[config.mk]
export PLATFORM = sky130hd
export DESIGN_NAME = snoop_responder_msi
export DESIGN_NICKNAME = d
export VERILOG_FILES = /design/src/rtl/msi_pkg.sv /design/src/rtl/snoop_state_table.sv /design/src/rtl/snoop_responder_msi.sv
export SDC_FILE = /design/constraint.sdc
export NUM_CORES = 1
export LEC_CHECK = 0
export ABC_CLOCK_PERIOD_IN_PS = 2350
export CORE_ASPECT_RATIO = 1.1
export CORE_UTILIZATION = 31
export CTS_BUF_LIST = sky130_fd_sc_hd__clkbuf_8 sky130_fd_sc_hd__clkbuf_16
export CTS_CLUSTER_SIZE = 24
export DETAILED_ROUTE_END_ITERATION = 6
export SYNTH_ARGS = -nofsm -noshare
export SYNTH_HDL_FRONTEND = slang
export SYNTH_SLANG_ARGS = --single-unit
[constraint.sdc]
create_clock -name clock -period 2.35 [get_ports clock]
set_input_delay 0.47 -clock clock [delete_from_list [all_inputs] [get_ports clock]]
set_output_delay 0.47 -clock clock [all_outputs]
set_load 0.03 [all_outputs]
[src/rtl/msi_pkg.sv]
// msi_pkg: MSI line-state codes, bus message codes, snoop FSM states and the snoop transition function.
package msi_pkg;
  localparam logic [1:0] ST_I    = 2'b00;
  localparam logic [1:0] ST_S    = 2'b01;
  localparam logic [1:0] ST_M    = 2'b10;
  localparam logic [1:0] ST_NONE = 2'b11;
  localparam logic [1:0] MSG_NONE = 2'b00;
  localparam logic [1:0] MSG_RD   = 2'b01;
  localparam logic [1:0] MSG_WR   = 2'b10;
  localparam logic [1:0] MSG_INV  = 2'b11;
  typedef enum logic [1:0] {FSM_IDLE, FSM_LOOKUP, FSM_WB, FSM_DONE} fsm_t;
  // Returns {write_back, next_state} for a hit line; non-hit callers ignore it.
  function automatic logic [2:0] msi_xfer(input logic [1:0] st, input logic [1:0] msg);
    logic       wb;
    logic [1:0] nx;
    nx = st;
    wb = 1'b0;
    if (st == ST_S && (msg == MSG_WR || msg == MSG_INV)) nx = ST_I;
    if (st == ST_M && msg != MSG_NONE) begin
      nx = (msg == MSG_RD) ? ST_S : ST_I;
      wb = (msg != MSG_INV);
    end
    return {wb, nx};
  endfunction
endpackage

[src/rtl/snoop_state_table.sv]
// snoop_state_table: per-line tag and MSI state registers, one read port, snoop write over local write.
module snoop_state_table
  import msi_pkg::*;
#(
  parameter int NUM_LINES = 4,
  parameter int TAG_W     = 6,
  localparam int IDX_W    = $clog2(NUM_LINES)
) (
  input  logic             clock,
  input  logic             reset_n,
  input  logic [IDX_W-1:0] i_rd_idx,
  output logic [TAG_W-1:0] o_rd_tag,
  output logic [1:0]       o_rd_st,
  input  logic             i_su_we,
  input  logic [IDX_W-1:0] i_su_idx,
  input  logic [1:0]       i_su_st,
  input  logic             i_lw_we,
  input  logic [IDX_W-1:0] i_lw_idx,
  input  logic [TAG_W-1:0] i_lw_tag,
  input  logic [1:0]       i_lw_st
);
  logic [TAG_W-1:0] r_tag [NUM_LINES];
  logic [1:0]       r_st  [NUM_LINES];

  always_ff @(posedge clock or negedge reset_n) begin
    if (!reset_n) begin
      for (int i = 0; i < NUM_LINES; i++) begin
        r_tag[i] <= '0;
        r_st[i]  <= ST_I;
      end
    end else if (i_su_we) begin
      r_st[i_su_idx] <= i_su_st;
    end else if (i_lw_we) begin
      r_tag[i_lw_idx] <= i_lw_tag;
      r_st[i_lw_idx]  <= i_lw_st;
    end
  end

  assign o_rd_tag = r_tag[i_rd_idx];
  assign o_rd_st  = r_st[i_rd_idx];
endmodule

[src/rtl/snoop_responder_msi.sv]
// snoop_responder_msi: bus-side MSI snoop FSM owning the line-state table.
// Define SNOOP_STATS_EN to add saturating stat_inv/stat_wb counters.
module snoop_responder_msi
  import msi_pkg::*;
#(
  parameter int NUM_LINES = 4,
  parameter int ADDR_W    = 8
) (
  input  logic              clock,
  input  logic              reset_n,
  input  logic              run,
  input  logic              bus_valid,
  input  logic [1:0]        bus_msg,
  input  logic [ADDR_W-1:0] bus_addr,
  output logic              bus_ready,
  input  logic              local_we,
  input  logic [ADDR_W-1:0] local_addr,
  input  logic [1:0]        local_estado,
  output logic              wb_req,
  output logic [ADDR_W-1:0] wb_addr,
  input  logic              wb_ack,
  output logic              snoop_done,
  output logic              snoop_hit,
  output logic              abort_mem,
  output logic [1:0]        estado_novo
`ifdef SNOOP_STATS_EN
  ,
  output logic [15:0]       stat_inv,
  output logic [15:0]       stat_wb
`endif
);
  localparam int IDX_W = $clog2(NUM_LINES);
  localparam int TAG_W = ADDR_W - IDX_W;

  fsm_t              r_fsm, w_next;
  logic [1:0]        r_msg, r_new;
  logic [ADDR_W-1:0] r_addr;
  logic              r_hit, r_wb;
  logic              w_idle, w_accept, w_hit, w_wb;
  logic [TAG_W-1:0]  w_rd_tag;
  logic [1:0]        w_rd_st, w_new;
  logic [2:0]        w_xfer;

  assign w_idle   = r_fsm == FSM_IDLE;
  assign w_accept = w_idle & run & ~local_we & bus_valid;
  assign w_hit    = (w_rd_tag == r_addr[ADDR_W-1:IDX_W]) && w_rd_st != ST_I;
  assign w_xfer   = msi_xfer(w_rd_st, r_msg);
  assign w_wb     = w_hit & w_xfer[2];
  assign w_new    = w_hit ? w_xfer[1:0] : w_rd_st;

  snoop_state_table #(.NUM_LINES(NUM_LINES), .TAG_W(TAG_W)) u_table (
    .clock    (clock),
    .reset_n  (reset_n),
    .i_rd_idx (r_addr[IDX_W-1:0]),
    .o_rd_tag (w_rd_tag),
    .o_rd_st  (w_rd_st),
    .i_su_we  (snoop_done & r_hit),
    .i_su_idx (r_addr[IDX_W-1:0]),
    .i_su_st  (r_new),
    .i_lw_we  (w_idle & local_we & (local_estado != ST_NONE)),
    .i_lw_idx (local_addr[IDX_W-1:0]),
    .i_lw_tag (local_addr[ADDR_W-1:IDX_W]),
    .i_lw_st  (local_estado)
  );

  always_ff @(posedge clock or negedge reset_n) begin
    if (!reset_n) r_fsm <= FSM_IDLE;
    else r_fsm <= w_next;
  end

  // A "none" bus message is accepted but never leaves IDLE.
  always_comb begin
    w_next = r_fsm;
    case (r_fsm)
      FSM_IDLE:   w_next = (w_accept && bus_msg != MSG_NONE) ? FSM_LOOKUP : FSM_IDLE;
      FSM_LOOKUP: w_next = w_wb ? FSM_WB : FSM_DONE;
      FSM_WB:     w_next = wb_ack ? FSM_DONE : FSM_WB;
      default:    w_next = FSM_IDLE;
    endcase
  end

  always_ff @(posedge clock or negedge reset_n) begin
    if (!reset_n) begin
      r_msg  <= MSG_NONE;
      r_addr <= '0;
      r_hit  <= 1'b0;
      r_wb   <= 1'b0;
      r_new  <= ST_NONE;
    end else begin
      if (w_accept) begin
        r_msg  <= bus_msg;
        r_addr <= bus_addr;
      end
      if (r_fsm == FSM_LOOKUP) begin
        r_hit <= w_hit;
        r_wb  <= w_wb;
        r_new <= w_new;
      end
    end
  end

  assign bus_ready   = w_idle & run & ~local_we;
  assign wb_req      = r_fsm == FSM_WB;
  assign wb_addr     = wb_req ? r_addr : '0;
  assign snoop_done  = r_fsm == FSM_DONE;
  assign snoop_hit   = snoop_done & r_hit;
  assign abort_mem   = snoop_done & r_wb;
  assign estado_novo = snoop_done ? r_new : ST_NONE;

`ifdef SNOOP_STATS_EN
  always_ff @(posedge clock or negedge reset_n) begin
    if (!reset_n) begin
      stat_inv <= '0;
      stat_wb  <= '0;
    end else if (snoop_done) begin
      if (r_hit && r_new == ST_I && stat_inv != 16'hFFFF) stat_inv <= stat_inv + 16'd1;
      if (r_wb && stat_wb != 16'hFFFF) stat_wb <= stat_wb + 16'd1;
    end
  end
`endif
endmodule
# After elaboration in Yosys (flattened, before gate mapping)
# Cells that the tools add are included.
# classes
order_cmp,4
eq_ne,11
n_mux,28
bitwise_logic,12
n_reduce_logical,13
# ops
operator,count
bitwise mux 24 bit,1
two-way mux 8 bit,3
two-way mux 6 bit,3
bitwise mux 8 bit,2
two-way mux 2 bit,8
binary-select mux 6 bit (select 2 bit),1
demux 6 bit (select 2 bit),1
equality test 2 bit (second input constant),5
AND 1 bit,8
demux 2 bit (select 2 bit),2
nonzero test 2 bit,4
equality test 2 x 1 -> 1 bit (second input constant),3
equality test 6 bit,1
greater-or-equal comparator 3 bit (second input constant),2
logical AND 1 bit,6
less-than comparator 3 x 1 -> 1 bit (second input constant),2
NOT 2 -> 3 bit,2
case mux 2 bit (3 select lines),1
two-way mux 1 bit,5
binary-select mux 2 bit (select 2 bit),1
inequality test 2 bit (second input constant),2
zero test 2 bit,1
NOT 1 bit,2
AND reduction 2 bit,1
logical OR 1 bit,1
# totals
ff_bits,48
input_bits,26
output_inout_bits,15
word_cells,82

# Depth between registers and ports, before layout
# Gate-level depths: netlist (run 1).
# logic_depth
ltp_word,10
mapped_depth,8
mapped_depth_nobuf,7

# Cells and area by module
# Synthesis (run 1) repeated with hierarchy kept, for this count alone.
# unflattened
hier_cells,181
area_unflattened_um2,2424.8
# modules_own_cells
mod,instances,cells_per_inst,area_per_inst_um2,seq_area_each_um2
snoop_state_table,1,100,1534.0,800.8
snoop_responder_msi,1,81,890.9,402.9

# Least setup slack after synthesis (run 1)
# OpenSTA, ideal clock, no wires.
# synth_path
path_type,flip-flop to flip-flop
from,register r_fsm[0]
to,register u_table.r_st[4] (netlist name)
setup_time_ps,126
arrival_time_ps,2151
required_time_ps,2224
slack_ps,73
path_stages_with_launch,8
n_path_buf,0
period_less_slack_ps,2277
path_cell_list,dfrtp_1 ha_1 nand2_1 inv_2 a211oi_4 nand3b_1 nor2b_1 a221o_1
# synth_via
elab_cells_between_ends,7
classes_between,1 x eq/ne; 1 x mux; 3 x bitwise; 2 x reduce/logical
# synth_rtl
item,line,source
"start, declared",snoop_responder_msi.sv:35,"fsm_t r_fsm, w_next;"
"start signal, assigned",snoop_responder_msi.sv:68,else r_fsm <= w_next;
equality test 2 bit *,snoop_responder_msi.sv:105,assign snoop_done = r_fsm == FSM_DONE;
named net snoop_done,snoop_responder_msi.sv:22,"output logic snoop_done,"
AND 1 bit *,--,
named net snoop_hit,snoop_responder_msi.sv:23,"output logic snoop_hit,"
two-way mux 8 bit / nonzero test 2 bit (equally long branches),--,
"end signal, assigned by index",snoop_state_table.sv:32,r_st[i_su_idx] <= i_su_st;
"end signal, assigned by index",snoop_state_table.sv:35,r_st[i_lw_idx] <= i_lw_st;
"end, declared",snoop_state_table.sv:23,logic [1:0] r_st [NUM_LINES];
# The timed path passes the listed nets; every way through them passes the cells marked *.
# A chain may end at the register's enable or synchronous reset.

# Worst setup path in the final report (run 1)
# layout_path
from,register r_fsm[0]
to,output wb_req
# layout_via
elab_chain_cells,1
# layout_lines
item,line,source
equality test 2 bit,snoop_responder_msi.sv:103,assign wb_req = r_fsm == FSM_WB;
"end, declared",snoop_responder_msi.sv:19,"output logic wb_req,"
# No other way between the ends.

==> implementation parameters, run 1 <==
Parameter                              Value

Clocking
  Cts hold-fix bufs    0
  Cts bufs inserted    5
  Clock-pin slew reported for the worst setup and hold paths after clock tree synthesis    90 ps
  Clock net sink count    48
  Library cell used as clock root buffer    sky130_fd_sc_hd__clkbuf_8
  Clock latency on the worst-skew pair    300 ps
  Number of levels the H-tree was split into    2
  Post-CTS Setup Repair Bufs    0
  Gates resized, CTS repair    10
  CTS tree    built
  Clock Tree Buf Depth    2

Timing
  Max Freq    442 MHz
  Fraction of the cycle the final worst path needs    0.963
  Setup TNS after final layout    0 ps
  Setup clock skew after layout    8.46 ps
  Setup repair after global routing missed its margin    no
  Final-report setup violation count    0
  Shortest period the worst path allows    2260 ps
  Max-slew violation count    0
  Transition time at the pin with the least slew margin    458 ps
  Worst relative slew slack    0.694
  Final hold violations    0

Setup path
  Top fanout value on the critical path    10
  Category of the critical setup timing path    flip-flop to primary output
  Startpoint class of the critical path    flip-flop
  Worst path required time    1880 ps
  Kind of end point of the critical path    primary output
  Source of the critical timing path    r_fsm[0]
  RR Startpoint    r_addr[0]
  Worst endpoint data arrival time    1790 ps

Detailed routing
  Overall routed net length    5290 um
  Total via count in the routed design    1663
  Drt initial violations    62
  First-pass detailed-route iteration total    4
  Remaining routing DRC violations    0
  ANT nets after route    0
  Via-per-instance ratio    4.83
  Avg WL per Cell    15.4 um

Outcome
  Result of the run    complete, no violations

Place
  Post-DP HPWL    3990 um
  Number of input and output port buffers inserted    40
  Final RePlAce weighted congestion    0.820

Logic synthesis
  Largest area contributor in the synthesized netlist    sky130_fd_sc_hd__dfrtp_1
  Biggest area contributors in the synthesized netlist    sky130_fd_sc_hd__dfrtp_1, sky130_fd_sc_hd__mux2_2, sky130_fd_sc_hd__mux4_2, sky130_fd_sc_hd__mux4_1, sky130_fd_sc_hd__and2_1
  Post-synthesis sequential area ratio    0.495
  Async set-or-reset flop fraction in the synthesized netlist    1.00
  Net count of the mapped netlist    216
  Most frequent cells after synthesis    sky130_fd_sc_hd__dfrtp_1, sky130_fd_sc_hd__mux2_2, sky130_fd_sc_hd__nand2_1, sky130_fd_sc_hd__and2_1, sky130_fd_sc_hd__nand3_1
  Cell area after synthesis    2430 um^2
  Register bit total from synthesis    48
  Mean Syn Cell Area    13.1 um^2
  Cell with the most instances after synthesis    sky130_fd_sc_hd__dfrtp_1
  Synthesized instance count    186
  Syn. warnings    0
  Number of synthesized flops with an enable pin    0
  Synth Flop Type    sky130_fd_sc_hd__dfrtp_1
  Yosys cell types    38
  Share of the synthesized area in the top cell type    0.473

Die
  Effective utilization at floorplan    0.324
  Chip Height    94.9 um
  Number of standard-cell rows in the floorplan    33
  Total die area    8200 um^2
  Die X    86.5 um
  Top-level I/O count    41
  Standard cell core area    7510 um^2

GRT
  Via count of the first global-routing pass    1778
  Overall overflow remaining after global route    0
  GRT Total Usage    0.146
  Maximum number of pins on one net before global-route repair    20
  Number of antenna violations at the first check in global routing    0
  Wire length of the first global-routing pass    8890 um

Pwr
  Maximum vdd drop    0.000609 V
  PD cells    1240 nW/um^2
  Standby leakage power    0.00136 uW

Cells and area
  Area Growth Syn to Fin    29.1%
  Fraction of final layout cells sized beyond drive strength 1    0.297
  Antenna diode instance count    0
  Count of nets after finishing    268
  Finished Core Util    0.418
  Number of fill cells in the layout    734

Job
  Number of max-cap violations    0

Worst hold path
  Worst Hold Class    input port to asynchronous set/reset pin
==> report_power, final <==
group / total, uW / internal [uW] / switching, uW / leakage (uW)
sequential: 1510 / 1230 / 282 / 0.000582
clock: 632 / 348 / 284 / 0.0000614
combinational: 1760 / 919 / 837 / 0.000720
total: 3900 / 2500 / 1400 / 0.00136
==> worst max-delay path: stages, from the launching register on <==
cell and delay, ps:
sky130_fd_sc_hd__dfrtp_1 410, sky130_fd_sc_hd__inv_1 100, sky130_fd_sc_hd__ha_2 280, sky130_fd_sc_hd__clkdlybuf4s50_1 700
==> registers in the layout (all words and copies together) (netlist names) <==
name and cells:
r_msg 2, u_table.r_st 8, r_addr 8, r_wb 1, r_new 2, r_hit 1, u_table.r_tag 24, r_fsm 2
==> worst paths after layout <==
check                                   endpoint  slack (ps)  cells after the start
worst min-delay path                   r_addr[4]         100                      1
max in group asynchronous               r_new[0]        1600                      2
min in group clock              u_table.r_tag[5]         510                      1
worst max-delay path                      wb_req          90                      3
worst max register to register          r_fsm[0]         250                      6
worst min register to register  u_table.r_tag[5]         510                      1
==> metrics by stage <==
| stage | hold slack [ps] | worst slack [ps] | cell area [um^2] | instances | total power (uW) |
|---|---|---|---|---|---|
| after detailed placement | 443 | 73.2 | 3020 | 336 | 3350 |
| after floorplan | 174 | 73.5 | 2430 | 186 | 2780 |
| final | 100 | 87.8 | 3140 | 344 | 3900 |
| after global placement | 442 | 96.7 | 3020 | 336 | 3310 |
| after global routing | 120 | 0.487 | 3140 | 344 | 4180 |
| after CTS | 105 | 13.0 | 3130 | 344 | 3950 |
==> cell usage in the layout, fill, tap and decap left out, types with 6 or more instances in the layout <==
| cell | n |
|---|---|
| sky130_fd_sc_hd__dlygate4sd2_1 | 9 |
| sky130_fd_sc_hd__buf_4 | 10 |
| sky130_fd_sc_hd__nand3_1 | 8 |
| sky130_fd_sc_hd__xnor2_1 | 6 |
| sky130_fd_sc_hd__nor2_1 | 7 |
| sky130_fd_sc_hd__mux2_2 | 35 |
| sky130_fd_sc_hd__dfrtp_1 | 45 |
| sky130_fd_sc_hd__nand2_1 | 13 |
| sky130_fd_sc_hd__clkbuf_8 | 6 |
| sky130_fd_sc_hd__clkdlybuf4s50_1 | 26 |
| sky130_fd_sc_hd__and2_1 | 9 |
==> kinds of logic after synthesis <==
| kind of cell | Yosys count | synth area share |
|---|---|---|
| XOR/XNOR | 7 | 0.0252 |
| AO/OA/AOI/OAI | 19 | 0.0741 |
| buffers and inverters | 12 | 0.0247 |
| AND/OR/NAND/NOR | 52 | 0.116 |
| adder cells (fa/ha/maj) | 4 | 0.0206 |
| flip-flops | 48 | 0.495 |
| multiplexers | 44 | 0.245 |
==> layout make-up <==
type / count / area (um^2) / area share
sequential: 48 / 1200 / 0.384
multi-input combinational: 126 / 1170 / 0.373
timing repair buffer: 51 / 489 / 0.156
tap: 105 / 131 / 0.0418
clock buffer: 6 / 82.6 / 0.0263
clock inverter: 2 / 38.8 / 0.0124
inverter: 6 / 22.5 / 0.00717
==> per-layer routing <==
layer,GRT usage,share of wire,wire length (um),vias to the layer above
li1,-,-,-,787
met1,0.180,0.46,2460,834
met2,0.237,0.47,2510,34
met3,0.0420,0.040,211,8
met4,0.0639,0.021,110,0
met5,0,0,0,-
Note: power is estimated with default switching activity, not from simulation.
==> inputs of run 2 (changes only) <==
- CAP_MARGIN: default -> 20
==> results of run 2 <==
Final layout, timing and power as in run 1 (identical DEF).
==> inputs of run 3 (changes only) <==
- CTS_CLUSTER_DIAMETER: default -> 50
==> results of run 3 <==
Final layout, timing and power as in run 1 (identical DEF).
